===== config.mk =====
export PLATFORM = sky130hd
export DESIGN_NAME = simon_seq
export DESIGN_NICKNAME = d
export VERILOG_FILES = /design/src/rtl/simon_pkg.sv /design/src/rtl/simon_lfsr.sv /design/src/rtl/simon_seq.sv
export SDC_FILE = /design/constraint.sdc
export NUM_CORES = 1
export LEC_CHECK = 0
export ABC_AREA = 1
export CORE_ASPECT_RATIO = 0.75
export CORE_MARGIN = 2
export CORE_UTILIZATION = 60
export DETAILED_ROUTE_END_ITERATION = 8
export MAX_ROUTING_LAYER = met4
export PLACE_DENSITY = 0.79
export SYNTH_ARGS = -nofsm -noshare
export SYNTH_HDL_FRONTEND = slang
export SYNTH_SLANG_ARGS = --single-unit

===== constraint.sdc =====
create_clock -name clk -period 2.42 [get_ports clk]
set_input_delay 0.605 -clock clk [delete_from_list [all_inputs] [get_ports clk]]
set_output_delay 0.605 -clock clk [all_outputs]
set_load 0.05 [all_outputs]

===== src/rtl/simon_pkg.sv =====
// Shared types and constants for the simon memory-sequence game blocks.
package simon_pkg;

  typedef enum logic [2:0] {
    IDLE     = 3'd0,
    ADD      = 3'd1,
    SHOW_ON  = 3'd2,
    SHOW_GAP = 3'd3,
    PLAYER   = 3'd4,
    WIN      = 3'd5,
    LOSE     = 3'd6
  } state_t;

  // Galois feedback mask for taps 16,14,13,11 (right-shifting form).
  localparam logic [15:0] LFSR_TAPS = 16'hB400;

  function automatic int clog2(input int n);
    int r;
    r = 0;
    for (int i = 0; i < 31; i++) begin
      if ((1 << i) < n) r = i + 1;
    end
    return r;
  endfunction

endpackage


===== src/rtl/simon_lfsr.sv =====
// Free-running 16-bit Galois LFSR; shared by game blocks needing randomness.
module simon_lfsr
  import simon_pkg::*;
#(
  parameter logic [15:0] SEED = 16'hACE1
) (
  input  logic        clk,
  input  logic        reset,
  output logic [15:0] lfsr
);

  always_ff @(posedge clk or posedge reset) begin
    if (reset) begin
      lfsr <= SEED;
    end else begin
      lfsr <= {1'b0, lfsr[15:1]} ^ (lfsr[0] ? LFSR_TAPS : 16'h0000);
    end
  end

endmodule


===== src/rtl/simon_seq.sv =====
// Memory-sequence game engine: grows a random key sequence, replays it,
// then checks the player's entries with a per-entry idle timeout.
//
//   state    | meaning
//   IDLE     | waiting for start
//   ADD      | append one random key, apply speed-up
//   SHOW_ON  | displaying mem[idx] for on_time ticks
//   SHOW_GAP | dark gap of GAP_TICKS after each key
//   PLAYER   | collecting entries, timeout running
//   WIN      | full sequence reproduced, waiting for start
//   LOSE     | wrong key or timeout, waiting for start
module simon_seq
  import simon_pkg::*;
#(
  parameter int          NUM_KEYS      = 4,
  parameter int          MAX_LEN       = 16,
  parameter int          ON_TICKS      = 30,
  parameter int          GAP_TICKS     = 30,
  parameter int          MIN_ON_TICKS  = 8,
  parameter int          SPEEDUP       = 2,
  parameter int          TIMEOUT_TICKS = 120,
  parameter logic [15:0] SEED          = 16'hACE1,
  localparam int         KW            = clog2(NUM_KEYS)
) (
  input  logic          clk,
  input  logic          reset,
  input  logic          start,
  input  logic          key_valid,
  input  logic [KW-1:0] key_num,
  output logic          show_valid,
  output logic [KW-1:0] show_num,
  output logic          player_turn,
  output logic          key_ok,
  output logic [6:0]    level,
  output logic          win,
  output logic          lose
);

  localparam int          AW       = clog2(MAX_LEN);
  localparam logic [7:0]  ON_INIT  = 8'(ON_TICKS);
  localparam logic [7:0]  MIN_ON   = 8'(MIN_ON_TICKS);
  localparam logic [7:0]  SPD      = 8'(SPEEDUP);
  localparam logic [8:0]  ON_FLOOR = 9'(MIN_ON_TICKS + SPEEDUP);
  localparam logic [7:0]  GAP_LAST = 8'(GAP_TICKS - 1);
  localparam logic [7:0]  TO_LAST  = 8'(TIMEOUT_TICKS - 1);
  localparam logic [6:0]  LEN_MAX  = 7'(MAX_LEN);

  state_t        state;
  logic [5:0]    idx;
  logic [5:0]    idx_nxt;
  logic [7:0]    cnt;
  logic [7:0]    cnt_inc;
  logic [7:0]    on_time;
  logic [7:0]    sped_on;
  logic [15:0]   lfsr;
  logic [KW-1:0] rnd;
  logic          unused_lfsr;
  logic          last_entry;
  logic          key_match;
  logic [KW-1:0] mem [MAX_LEN];

  simon_lfsr #(
    .SEED (SEED)
  ) u_lfsr (
    .clk   (clk),
    .reset (reset),
    .lfsr  (lfsr)
  );

  assign rnd         = lfsr[KW-1:0];
  assign unused_lfsr = ^lfsr[15:KW];

  assign idx_nxt    = idx + 6'd1;
  assign cnt_inc    = (cnt == 8'hFF) ? cnt : cnt + 8'd1;
  // level may be 64, so compare in 7 bits rather than truncating it.
  assign last_entry = ({1'b0, idx} == level - 7'd1);
  assign key_match  = (key_num == mem[idx[AW-1:0]]);
  assign sped_on    = ({1'b0, on_time} >= ON_FLOOR) ? on_time - SPD : MIN_ON;

  // Sequence storage survives reset so only the write path is clocked.
  always_ff @(posedge clk) begin
    if (state == ADD) begin
      mem[level[AW-1:0]] <= rnd;
    end
  end

  always_ff @(posedge clk or posedge reset) begin
    if (reset) begin
      state       <= IDLE;
      level       <= 7'd0;
      idx         <= 6'd0;
      cnt         <= 8'd0;
      on_time     <= 8'd0;
      show_valid  <= 1'b0;
      show_num    <= '0;
      player_turn <= 1'b0;
      key_ok      <= 1'b0;
      win         <= 1'b0;
      lose        <= 1'b0;
    end else begin
      key_ok <= 1'b0;
      unique case (state)
        IDLE, WIN, LOSE: begin
          if (start) begin
            state   <= ADD;
            level   <= 7'd0;
            idx     <= 6'd0;
            cnt     <= 8'd0;
            on_time <= ON_INIT;
            win     <= 1'b0;
            lose    <= 1'b0;
          end
        end

        ADD: begin
          level <= level + 7'd1;
          if (level != 7'd0) on_time <= sped_on;
          idx        <= 6'd0;
          cnt        <= 8'd0;
          state      <= SHOW_ON;
          show_valid <= 1'b1;
          // On the first round mem[0] is being written this very edge.
          show_num   <= (level == 7'd0) ? rnd : mem[0];
        end

        SHOW_ON: begin
          if (cnt == on_time - 8'd1) begin
            state      <= SHOW_GAP;
            cnt        <= 8'd0;
            show_valid <= 1'b0;
            show_num   <= '0;
          end else begin
            cnt <= cnt_inc;
          end
        end

        SHOW_GAP: begin
          if (cnt == GAP_LAST) begin
            cnt <= 8'd0;
            if (last_entry) begin
              idx         <= 6'd0;
              state       <= PLAYER;
              player_turn <= 1'b1;
            end else begin
              idx        <= idx_nxt;
              state      <= SHOW_ON;
              show_valid <= 1'b1;
              show_num   <= mem[idx_nxt[AW-1:0]];
            end
          end else begin
            cnt <= cnt_inc;
          end
        end

        PLAYER: begin
          // A key arriving on the timeout tick still counts.
          if (key_valid) begin
            if (key_match) begin
              key_ok <= 1'b1;
              cnt    <= 8'd0;
              if (last_entry) begin
                player_turn <= 1'b0;
                if (level == LEN_MAX) begin
                  state <= WIN;
                  win   <= 1'b1;
                end else begin
                  state <= ADD;
                end
              end else begin
                idx <= idx_nxt;
              end
            end else begin
              state       <= LOSE;
              lose        <= 1'b1;
              player_turn <= 1'b0;
            end
          end else if (cnt >= TO_LAST) begin
            state       <= LOSE;
            lose        <= 1'b1;
            player_turn <= 1'b0;
          end else begin
            cnt <= cnt_inc;
          end
        end

        default: state <= IDLE;
      endcase
    end
  end

endmodule


# ---- Word level (Yosys, flattened, before mapping)
# Memories as Yosys holds them, arrays and structs flattened.
# Cells that the tools add are included.
dict set report op_classes {
  n_eq_ne 28
  magnitude_cmp 2
  reduce_logical 19
  mux 63
  add_sub_neg 6
  bitwise_logic 1
}
# cell count
set ops {}
lappend ops {{$mux 8} 10}
lappend ops {{$pmux 8 s5} 1}
lappend ops {{$mux 6} 6}
lappend ops {{$mux 3} 9}
lappend ops {{$pmux 6 s4} 1}
lappend ops {{$mux 1} 22}
lappend ops {{$ne 2x2->1 const B} 10}
lappend ops {{$mux 16} 1}
lappend ops {{$pmux 8 s2} 1}
lappend ops {{$xor 15x16->16} 1}
lappend ops {{$pmux 3 s5} 1}
lappend ops {{$pmux 7 s2} 1}
lappend ops {{$ne 3x3->1 const B} 4}
lappend ops {{$reduce_and 4->1} 3}
lappend ops {{$reduce_and 6->1} 2}
lappend ops {{$reduce_and 5->1} 2}
lappend ops {{$eq 3x3->1 const B} 3}
lappend ops {{$add 8x1->8 const B} 1}
lappend ops {{$eq 8x5->1 const B} 1}
lappend ops {{$eq 8x8->1} 1}
lappend ops {{$eq 8x8->1 const B} 1}
lappend ops {{$ge 8x4->1 const B} 1}
lappend ops {{$ge 8x7->1 const B} 1}
lappend ops {{$mux 2} 4}
lappend ops {{26 further kinds} 31}
dict set report totals {
  n_memories 1
  reg_bits 55
  output_inout_bits 14
  in_bits 6
  elab_cells 132
  ramBits 32
}
# name depth width read_ports rd_ports_with_merged_regs wr line_no
set mem_list {}
lappend mem_list {mem 16 2 3 0 1 simon_seq.sv:60} ;# logic [KW-1:0] mem [MAX_LEN];

# ---- Logic depth before layout (Yosys ltp)
# Gate-level depths: netlist of run 1.
dict set report depth {
  depth_word 6
  depth_mapped 17
  mapped_depth_nobuf 17
}

# ---- Cells and area by module
# From an unflattened synthesis of run 1, not the netlist that was laid out.
dict set report hier_totals {
  cells_unflattened 635
  area_unflattened_um2 5029.8
}
# mod area_each_um2 cells_each seq_area_each_um2 n_inst
set modules_own_cells {}
lappend modules_own_cells {simon_seq 4566.9 605 1911.8 1}
lappend modules_own_cells {simon_lfsr 462.9 30 410.4 1}

# ---- Least setup slack after synthesis of run 1
# Ideal clock, no wire load.
dict set report synth_timing {
  path_kind {register to register}
  from {reg level[0]}
  to {reg idx[4]}
  setup_ps 118
  period_less_slack_ps 2521
  arrival_ps 2403
  stages_incl_launch_ff 13
  n_path_buf 1
  required_time_ps 2302
  setup_slack_ps -101
  cell_sequence {dfrtp_1 clkinv_1 ha_1 nand2_1 inv_1 nor3_2 nand4_1 nor2_2 nand2_1 nand2_1 nand3b_4 buf_12 o21ai_2}
}
dict set report synth_via {
  elab_chain_cells 5
  elab_cells_between_ends 7
  classes_between {add/sub: 1; eq/ne: 2; mux: 3; reduce/logical: 1}
}
# element line_no
set synth_lines {}
lappend synth_lines {{start, declared} simon_seq.sv:34} ;# output logic [6:0] level,
lappend synth_lines {{start signal, assigned} simon_seq.sv:116} ;# level <= level + 7'd1;
lappend synth_lines {{$sub 7x1->7 (*)} simon_seq.sv:76} ;# assign last_entry = ({1'b0, idx} == level - 7'd1);
lappend synth_lines {{$eq 6x7->1 (*)} simon_seq.sv:76}
lappend synth_lines {{$mux 6} simon_seq.sv:140} ;# if (last_entry) begin
lappend synth_lines {{$mux 6} simon_seq.sv:138} ;# if (cnt == GAP_LAST) begin
lappend synth_lines {{$pmux 6 s4} simon_seq.sv:102} ;# unique case (state)
lappend synth_lines {{end signal, assigned} simon_seq.sv:145} ;# idx <= idx_nxt;
lappend synth_lines {{end signal, assigned} simon_seq.sv:170} ;# idx <= idx_nxt;
lappend synth_lines {{end, declared} simon_seq.sv:49} ;# logic [5:0] idx;
# Mark *: on every way between the ends. The rest lies on a longest branch, timed or not. The select of a mux whose other input is x is not followed.
# A chain may end at the register's enable or synchronous reset.

# ---- Worst setup path after layout of run 1
dict set report layout_timing {
  from {reg level[5]}
  to {out level[5]}
}
# No word-level cell between the ends.

==> results of run 1 <==
[state kept, by name, summed over array words and instances, names as in the netlist]
name,flops
win,1
lose,1
key_ok,1
player_turn,1
level,7
u_lfsr.lfsr,16
idx,6
cnt,8
state,3
on_time,7
mem,32
show_valid,1
show_num,2
[cells by family (layout without fill, tap and decap cells)]
logic type,Yosys count,count (layout),share of synthesized area
XOR/XNOR,16,16,0.0277
flip-flops,86,86,0.459
adder cells (fa/ha/maj),9,9,0.0223
AND/OR/NAND/NOR,322,322,0.293
AO/OA/AOI/OAI,89,89,0.103
buffers and inverters,106,138,0.0943
[cell type report]
type	count	share of cell area
Sequential cell	86	0.412
Multi-Input combinational cell	436	0.406
Inverter	87	0.0587
Timing Repair Buffer	35	0.0574
Clock buffer	10	0.0264
Tap cell	105	0.0233
Clock inverter	6	0.0173
[metal layers]
layer / vias to the layer above / track usage / wire length [um]
li1: 2114 / - / -
met1: 2060 / 0.441 / 5750
met2: 192 / 0.417 / 5450
met3: 15 / 0.0695 / 1190
met4: 0 / 0.0702 / 142
met5: - / - / 0
[path summary, 6_finish.rpt]
path | start | end | slack [ps]
setup / recovery | level[5]$_DFFE_PP0P_ | level[5] | 90
hold / removal | u_lfsr.lfsr[12]$_DFF_PP0_ | u_lfsr.lfsr[11]$_DFF_PP1_ | 350
setup reg to reg | level[1]$_DFFE_PP0P_ | player_turn$_DFFE_PP0P_ | 180
hold reg to reg | u_lfsr.lfsr[12]$_DFF_PP0_ | u_lfsr.lfsr[11]$_DFF_PP1_ | 350
max in group asynchronous | reset | idx[3]$_DFFE_PP0P_ | 1350
min in group asynchronous | reset | u_lfsr.lfsr[4]$_DFF_PP0_ | 540
[placed cells by master (no fill, tap or decap), types with 9 or more instances in the layout]
cell                              count
sky130_fd_sc_hd__nand2_1            154
sky130_fd_sc_hd__edfxtp_1            32
sky130_fd_sc_hd__nor2_1              46
sky130_fd_sc_hd__nand4_1             19
sky130_fd_sc_hd__clkdlybuf4s50_1     16
sky130_fd_sc_hd__clkbuf_8             9
sky130_fd_sc_hd__nand2_2             13
sky130_fd_sc_hd__xor2_1              11
sky130_fd_sc_hd__a21oi_1             24
sky130_fd_sc_hd__nand3_1             66
sky130_fd_sc_hd__dfrtp_1             44
sky130_fd_sc_hd__o21ai_0             33
sky130_fd_sc_hd__buf_4               16
sky130_fd_sc_hd__inv_1               80
[through the flow]
stage,hold slack (ps),util,cells,cell area [um^2]
floorplan,331,-,628,5060
global placement,335,0.668,749,5360
detailed placement,338,0.668,749,5360
CTS,360,0.699,765,5610
global route,362,0.704,765,5650
finish,354,0.704,765,5650
[power breakdown]
part           leakage, nW  switching [mW]  internal [mW]
clock                0.125           0.576          0.660
sequential           0.973           0.246           1.69
combinational         1.56            2.02           1.03
total                 2.66            2.85           3.38
==> load_flow_metrics.sql, run 1 <==
INSERT INTO impl_metrics (metric_group, metric, value, unit) VALUES
('sta', 'skew', '12.0', 'ps'),
('worst_setup_path', 'critical_path_peak_fanout', '6', ''),
('placement', 'hpwl', '9.18', 'mm'),
('clocking', 'worstSkewPairLatency', '380', 'ps'),
('pwr', 'p_per_area', '1100', 'nW/um^2'),
('floorplan', 'core_region_area', '8020', 'um^2'),
('logic_synthesis', 'synthesis.area_per_instance', '8.05', 'um^2'),
('placement', 'dp_slack', '194', 'ps'),
('global_route', 'grt_usage', '0.298', ''),
('finish', 'multiInputGateArea', '2290', 'um^2'),
('logic_synthesis', 'yosysSeqAreaShare', '0.459', ''),
('worst_hold_path', 'worstHoldPathType', 'register to register', ''),
('logic_synthesis', 'postSynth.topFlopCell', 'sky130_fd_sc_hd__dfrtp_1', ''),
('route', 'routed_wire_length', '12.5', 'mm'),
('sta', 'max_slew.worst_pin.slew', '643', 'ps'),
('finish', 'layout-area-overhead-vs-synth', '11.7', '%'),
('global_route', 'vias_in_the_first_global_route', '4067', ''),
('worst_setup_path', 'startpoint_type', 'register', ''),
('pwr', 'report.power.total', '6.23', 'mW'),
('clocking', 'total_clock_buffers_created_by_cts', '9', ''),
('logic_synthesis', 'netlist_instances', '628', ''),
('floorplan', 'dieHeight', '83.5', 'um'),
('logic_synthesis', 'post_synth_num_cell_types', '44', ''),
('sta', 'hold_viol_final', '0', ''),
('status', 'run_status', 'finished clean', ''),
('logic_synthesis', 'yosysMostFrequentCell', 'sky130_fd_sc_hd__nand2_1', ''),
('worst_setup_path', 'worstSetupPathType', 'register to output port', ''),
('clocking', 'post_cts.resized_instances', '0', ''),
('finish', 'layout-drive-gt1-share', '0.132', ''),
('clocking', 'cts-root-to-sink-buffers', '2', ''),
('logic_synthesis', 'ys_warn_count', '0', ''),
('global_route', 'aggregate_global_routing_overflow', '0', ''),
('logic_synthesis', 'synth_top_area_frac', '0.228', ''),
('floorplan', 'start_util', '0.630', ''),
('worst_setup_path', 'critPathMaxStageDelay', '860', 'ps'),
('logic_synthesis', 'synth_edf_count', '32', ''),
('sta', 'fin_crit_share', '0.963', ''),
('global_route', 'grt_max_degree', '37', ''),
('floorplan', 'top_level_ports', '20', ''),
('finish', 'final_net_count', '670', ''),
('clocking', 'cts_hold_buf', '0', ''),
('worst_setup_path', 'critical_path.n_buffers_inverters', '1', ''),
('finish', 'ant_cells', '0', ''),
('sta', 'max_freq', '429', 'MHz'),
('route', 'route.detailed.wl_per_inst', '16.4', 'um'),
('floorplan', 'die_wd', '110', 'um'),
('clocking', 'cts.repair_timing.setup_buffer_count', '0', ''),
('floorplan', 'rows', '28', ''),
('clocking', 'cts_root_cell', 'sky130_fd_sc_hd__clkbuf_8', ''),
('sta', 'rsz_0062_raised_after_global_routing', 'false', ''),
('floorplan', 'die-area', '9190', 'um^2'),
('placement', 'place.port_buffers', '19', ''),
('worst_setup_path', 'rr_worst_depth', '10', ''),
('worst_setup_path', 'setup.worst_path.end_class', 'output port', ''),
('worst_setup_path', 'top_family_by_delay_on_critical_path', 'buffers and inverters', ''),
('logic_synthesis', 'synthTopCellsByArea', 'sky130_fd_sc_hd__dfrtp_1, sky130_fd_sc_hd__edfxtp_1, sky130_fd_sc_hd__nand2_1, sky130_fd_sc_hd__nand3_1, sky130_fd_sc_hd__inv_1', ''),
('worst_setup_path', 'timing.critical_path.cells', 'clkdlybuf4s50_1', ''),
('placement', 'globalplace.congestion', '0.952', ''),
('worst_setup_path', 'timing.critical_path.arrival', '1730', 'ps'),
('logic_synthesis', 'synth_top_cell_by_area', 'sky130_fd_sc_hd__dfrtp_1', ''),
('sta', 'final_period_minus_worst_setup_slack', '2330', 'ps'),
('route', 'viasPerCell', '5.73', ''),
('route', 'detailroute.via_count', '4381', ''),
('finish', 'seqCellArea', '2320', 'um^2'),
('finish', 'num-fill-cells', '653', ''),
('logic_synthesis', 'synth.net_count', '643', ''),
('route', 'drt_pass1_iterations', '5', ''),
('route', 'route.antenna.remaining_nets', '0', ''),
('route', 'drt_iter0_drc', '489', ''),
('clocking', 'cts_htree_levels', '3', ''),
('global_route', 'grt_antenna_before_repair', '0', '');
No activity file was read; power rests on OpenSTA's default activity.
==> run 2: changes to the inputs <==
- REMOVE_ABC_BUFFERS: unset -> 1
==> run 2 against run 1 <==
Effect of this change:
- clock skew grew 1.7 ps
- non-clock buffer count shrank 2
- critical path depth is the same
- critical path type unchanged
- power shrank 6.2%
- sequential share of layout area grew 0.60 points
- utilization shrank 1.1 points
- final area shrank 1.6%
- worst setup slack lost 3.5 ps
- combinational power shrank 3%
- wire length shrank 4.9%
- sequential power is essentially flat
==> load_flow_metrics.sql, run 2 (synthesis gave the netlist of run 1 again) <==
INSERT INTO impl_metrics (metric_group, metric, value, unit) VALUES
('worst_setup_path', 'timing.critical_path.required', '1810', 'ps'),
('worst_setup_path', 'critical_path.n_buffers_inverters', '1', ''),
('global_route', 'grt_antenna_before_repair', '0', ''),
('placement', 'place.port_buffers', '19', ''),
('clocking', 'worstSkewPairLatency', '380', 'ps'),
('clocking', 'cts-root-to-sink-buffers', '2', ''),
('sta', 'hold_viol_final', '0', ''),
('sta', 'fin_crit_share', '0.965', ''),
('worst_setup_path', 'startpoint_type', 'register', ''),
('sta', 'max_freq', '428', 'MHz'),
('finish', 'layout-area-overhead-vs-synth', '9.97', '%'),
('finish', 'multiInputGateArea', '2290', 'um^2'),
('global_route', 'grt_usage', '0.287', ''),
('clocking', 'total_clock_buffers_created_by_cts', '9', ''),
('clocking', 'cts_hold_buf', '0', ''),
('sta', 'rsz_0062_raised_after_global_routing', 'false', ''),
('route', 'detailroute.via_count', '4336', ''),
('worst_setup_path', 'rr_worst_depth', '12', ''),
('global_route', 'aggregate_global_routing_overflow', '0', ''),
('placement', 'hpwl', '8.87', 'mm'),
('clocking', 'cts_root_cell', 'sky130_fd_sc_hd__clkbuf_8', ''),
('worst_setup_path', 'capturing_point_of_the_worst_reg2reg_path', 'idx[5]$_DFFE_PP0P_', ''),
('sta', 'setup_viol', '0', ''),
('finish', 'final_core_util', '0.693', ''),
('worst_hold_path', 'worstHoldEndpoint', 'u_lfsr.lfsr[11]$_DFF_PP1_', ''),
('worst_setup_path', 'worstSetupPathType', 'register to output port', ''),
('worst_setup_path', 'setup.worst_path.end_class', 'output port', ''),
('floorplan', 'die_wd', '110', 'um'),
('global_route', 'grt_max_degree', '33', ''),
('finish', 'final_net_count', '668', ''),
('clocking', 'cts_htree_levels', '3', ''),
('finish', 'layout_common_cells', 'sky130_fd_sc_hd__nand2_1, sky130_fd_sc_hd__inv_1, sky130_fd_sc_hd__nand3_1', ''),
('floorplan', 'core_region_area', '8020', 'um^2'),
('finish', 'commonest_non_fill_non_tap_cell_in_the_layout', 'sky130_fd_sc_hd__nand2_1', ''),
('finish', 'layout-drive-gt1-share', '0.129', ''),
('global_route', 'vias_in_the_first_global_route', '3877', ''),
('pwr', 'p_per_area', '1050', 'nW/um^2'),
('finish', 'final-instance-count-excl-fill', '763', ''),
('clocking', 'clkSlewWorstSetupHoldPaths', '90', 'ps'),
('finish', 'largest_register_ff_count', '32', ''),
('finish', 'ant_cells', '0', ''),
('worst_setup_path', 'top_family_by_delay_on_critical_path', 'buffers and inverters', ''),
('route', 'viasPerCell', '5.68', ''),
('route', 'drt_iter0_drc', '465', ''),
('floorplan', 'die-area', '9190', 'um^2'),
('floorplan', 'top_level_ports', '20', ''),
('floorplan', 'rows', '28', ''),
('sta', 'final-max-slew-violation-count', '0', ''),
('route', 'drt_pass1_iterations', '5', ''),
('finish', 'num-fill-cells', '643', ''),
('global_route', 'grt_pass1_wl', '19.5', 'mm'),
('worst_setup_path', 'critical_path.slowest_cell', 'sky130_fd_sc_hd__clkdlybuf4s50_1', ''),
('route', 'route.antenna.remaining_nets', '0', ''),
('clocking', 'tritoncts', 'yes', ''),
('placement', 'dp_cells', '747', ''),
('worst_hold_path', 'worstHoldPathType', 'register to register', ''),
('flow_run', 'max-cap-violations', '0', ''),
('sta', 'skew', '13.7', 'ps'),
('worst_hold_path', 'hold_path_cells', '0', ''),
('finish', 'seqCellArea', '2320', 'um^2'),
('worst_setup_path', 'timing.critical_path.cells', 'clkdlybuf4s50_1', ''),
('route', 'route.detailed.drc', '0', ''),
('worst_setup_path', 'rr_startpoint', 'idx[0]$_DFFE_PP0P_', ''),
('sta', 'max-slew-margin-rel', '0.596', ''),
('sta', 'final_period_minus_worst_setup_slack', '2330', 'ps'),
('placement', 'globalplace.congestion', '0.922', ''),
('floorplan', 'start_util', '0.630', ''),
('worst_setup_path', 'critPathMaxStageDelay', '850', 'ps'),
('status', 'run_status', 'finished clean', ''),
('clocking', 'clock_sink_count', '86', ''),
('worst_hold_path', 'min_from', 'u_lfsr.lfsr[12]$_DFF_PP0_', ''),
('sta', 'post_route_worst_hold_slack', '352', 'ps'),
('route', 'route.detailed.wl_per_inst', '15.6', 'um'),
('route', 'routed_wire_length', '11.9', 'mm'),
('floorplan', 'dieHeight', '83.5', 'um'),
('pwr', 'ir_drop', '0.713', 'mV'),
('sta', 'max_slew.worst_pin.slew', '605', 'ps'),
('worst_setup_path', 'reg2reg_slack', '180', 'ps'),
('pwr', 'power.leakage', '2.62', 'nW'),
('worst_setup_path', 'timing.critical_path.arrival', '1730', 'ps'),
('worst_setup_path', 'critical_path_peak_fanout', '6', '');
==> run 2: area by class of cell <==
cell class / count / share of cell area
clock inverter: 6 / 0.00810
multi-input combinational: 436 / 0.411
tap: 105 / 0.0236
sequential: 86 / 0.418
inverter: 87 / 0.0596
timing repair buffer: 33 / 0.0571
clock buffer: 10 / 0.0229
==> run 2: where the power goes <==
| part | internal [mW] | switching (mW) | total (mW) |
|---|---|---|---|
| Sequential | 1.69 | 0.250 | 1.94 |
| Combinational | 1.03 | 1.95 | 2.97 |
| Clock | 0.381 | 0.553 | 0.934 |
| Total | 3.09 | 2.75 | 5.84 |
==> run 2: layer usage <==
layer / track usage / part of all wire / wire length [um]
met1: 0.453 / 0.49 / 5830
met2: 0.364 / 0.41 / 4860
met3: 0.0625 / 0.088 / 1050
met4: 0.0886 / 0.017 / 197
met5: - / 0 / 0
==> run 2: metrics by stage <==
stage               setup slack, ps  power [mW]  TNS [ps]  cell area [um^2]
detailed placement             52.5        4.84         0              5360
finish                         85.1        5.84         0              5560
global route                   8.29        6.28         0              5560
floorplan                      -108        4.00      -775              4910
global placement                198        4.74         0              5360
CTS                            22.4        5.79         0              5530
==> run 2: repair_timing <==
item | 4_1_cts | 5_1_grt
gates resized for setup | 0 | 9
endpoints found under the setup margin | 0 | 14
setup buffers | 0 | 0
==> run 2: how the worst max path moves through the flow <==
stage / start / to / slack, ps / cells after the start
floorplan: level[0]$_DFFE_PP0P_ / idx[0]$_DFFE_PP0P_ / -110 / 12
global placement: key_valid / cnt[1]$_DFFE_PP0P_ / 200 / 8
CTS: level[4]$_DFFE_PP0P_ / level[4] / 20 / 1
global route: on_time[1]$_DFFE_PP0P_ / show_valid$_DFFE_PP0P_ / 8 / 17
finish: level[5]$_DFFE_PP0P_ / level[5] / 90 / 1
detailed placement: on_time[1]$_DFFE_PP0P_ / cnt[4]$_DFFE_PP0P_ / 50 / 15
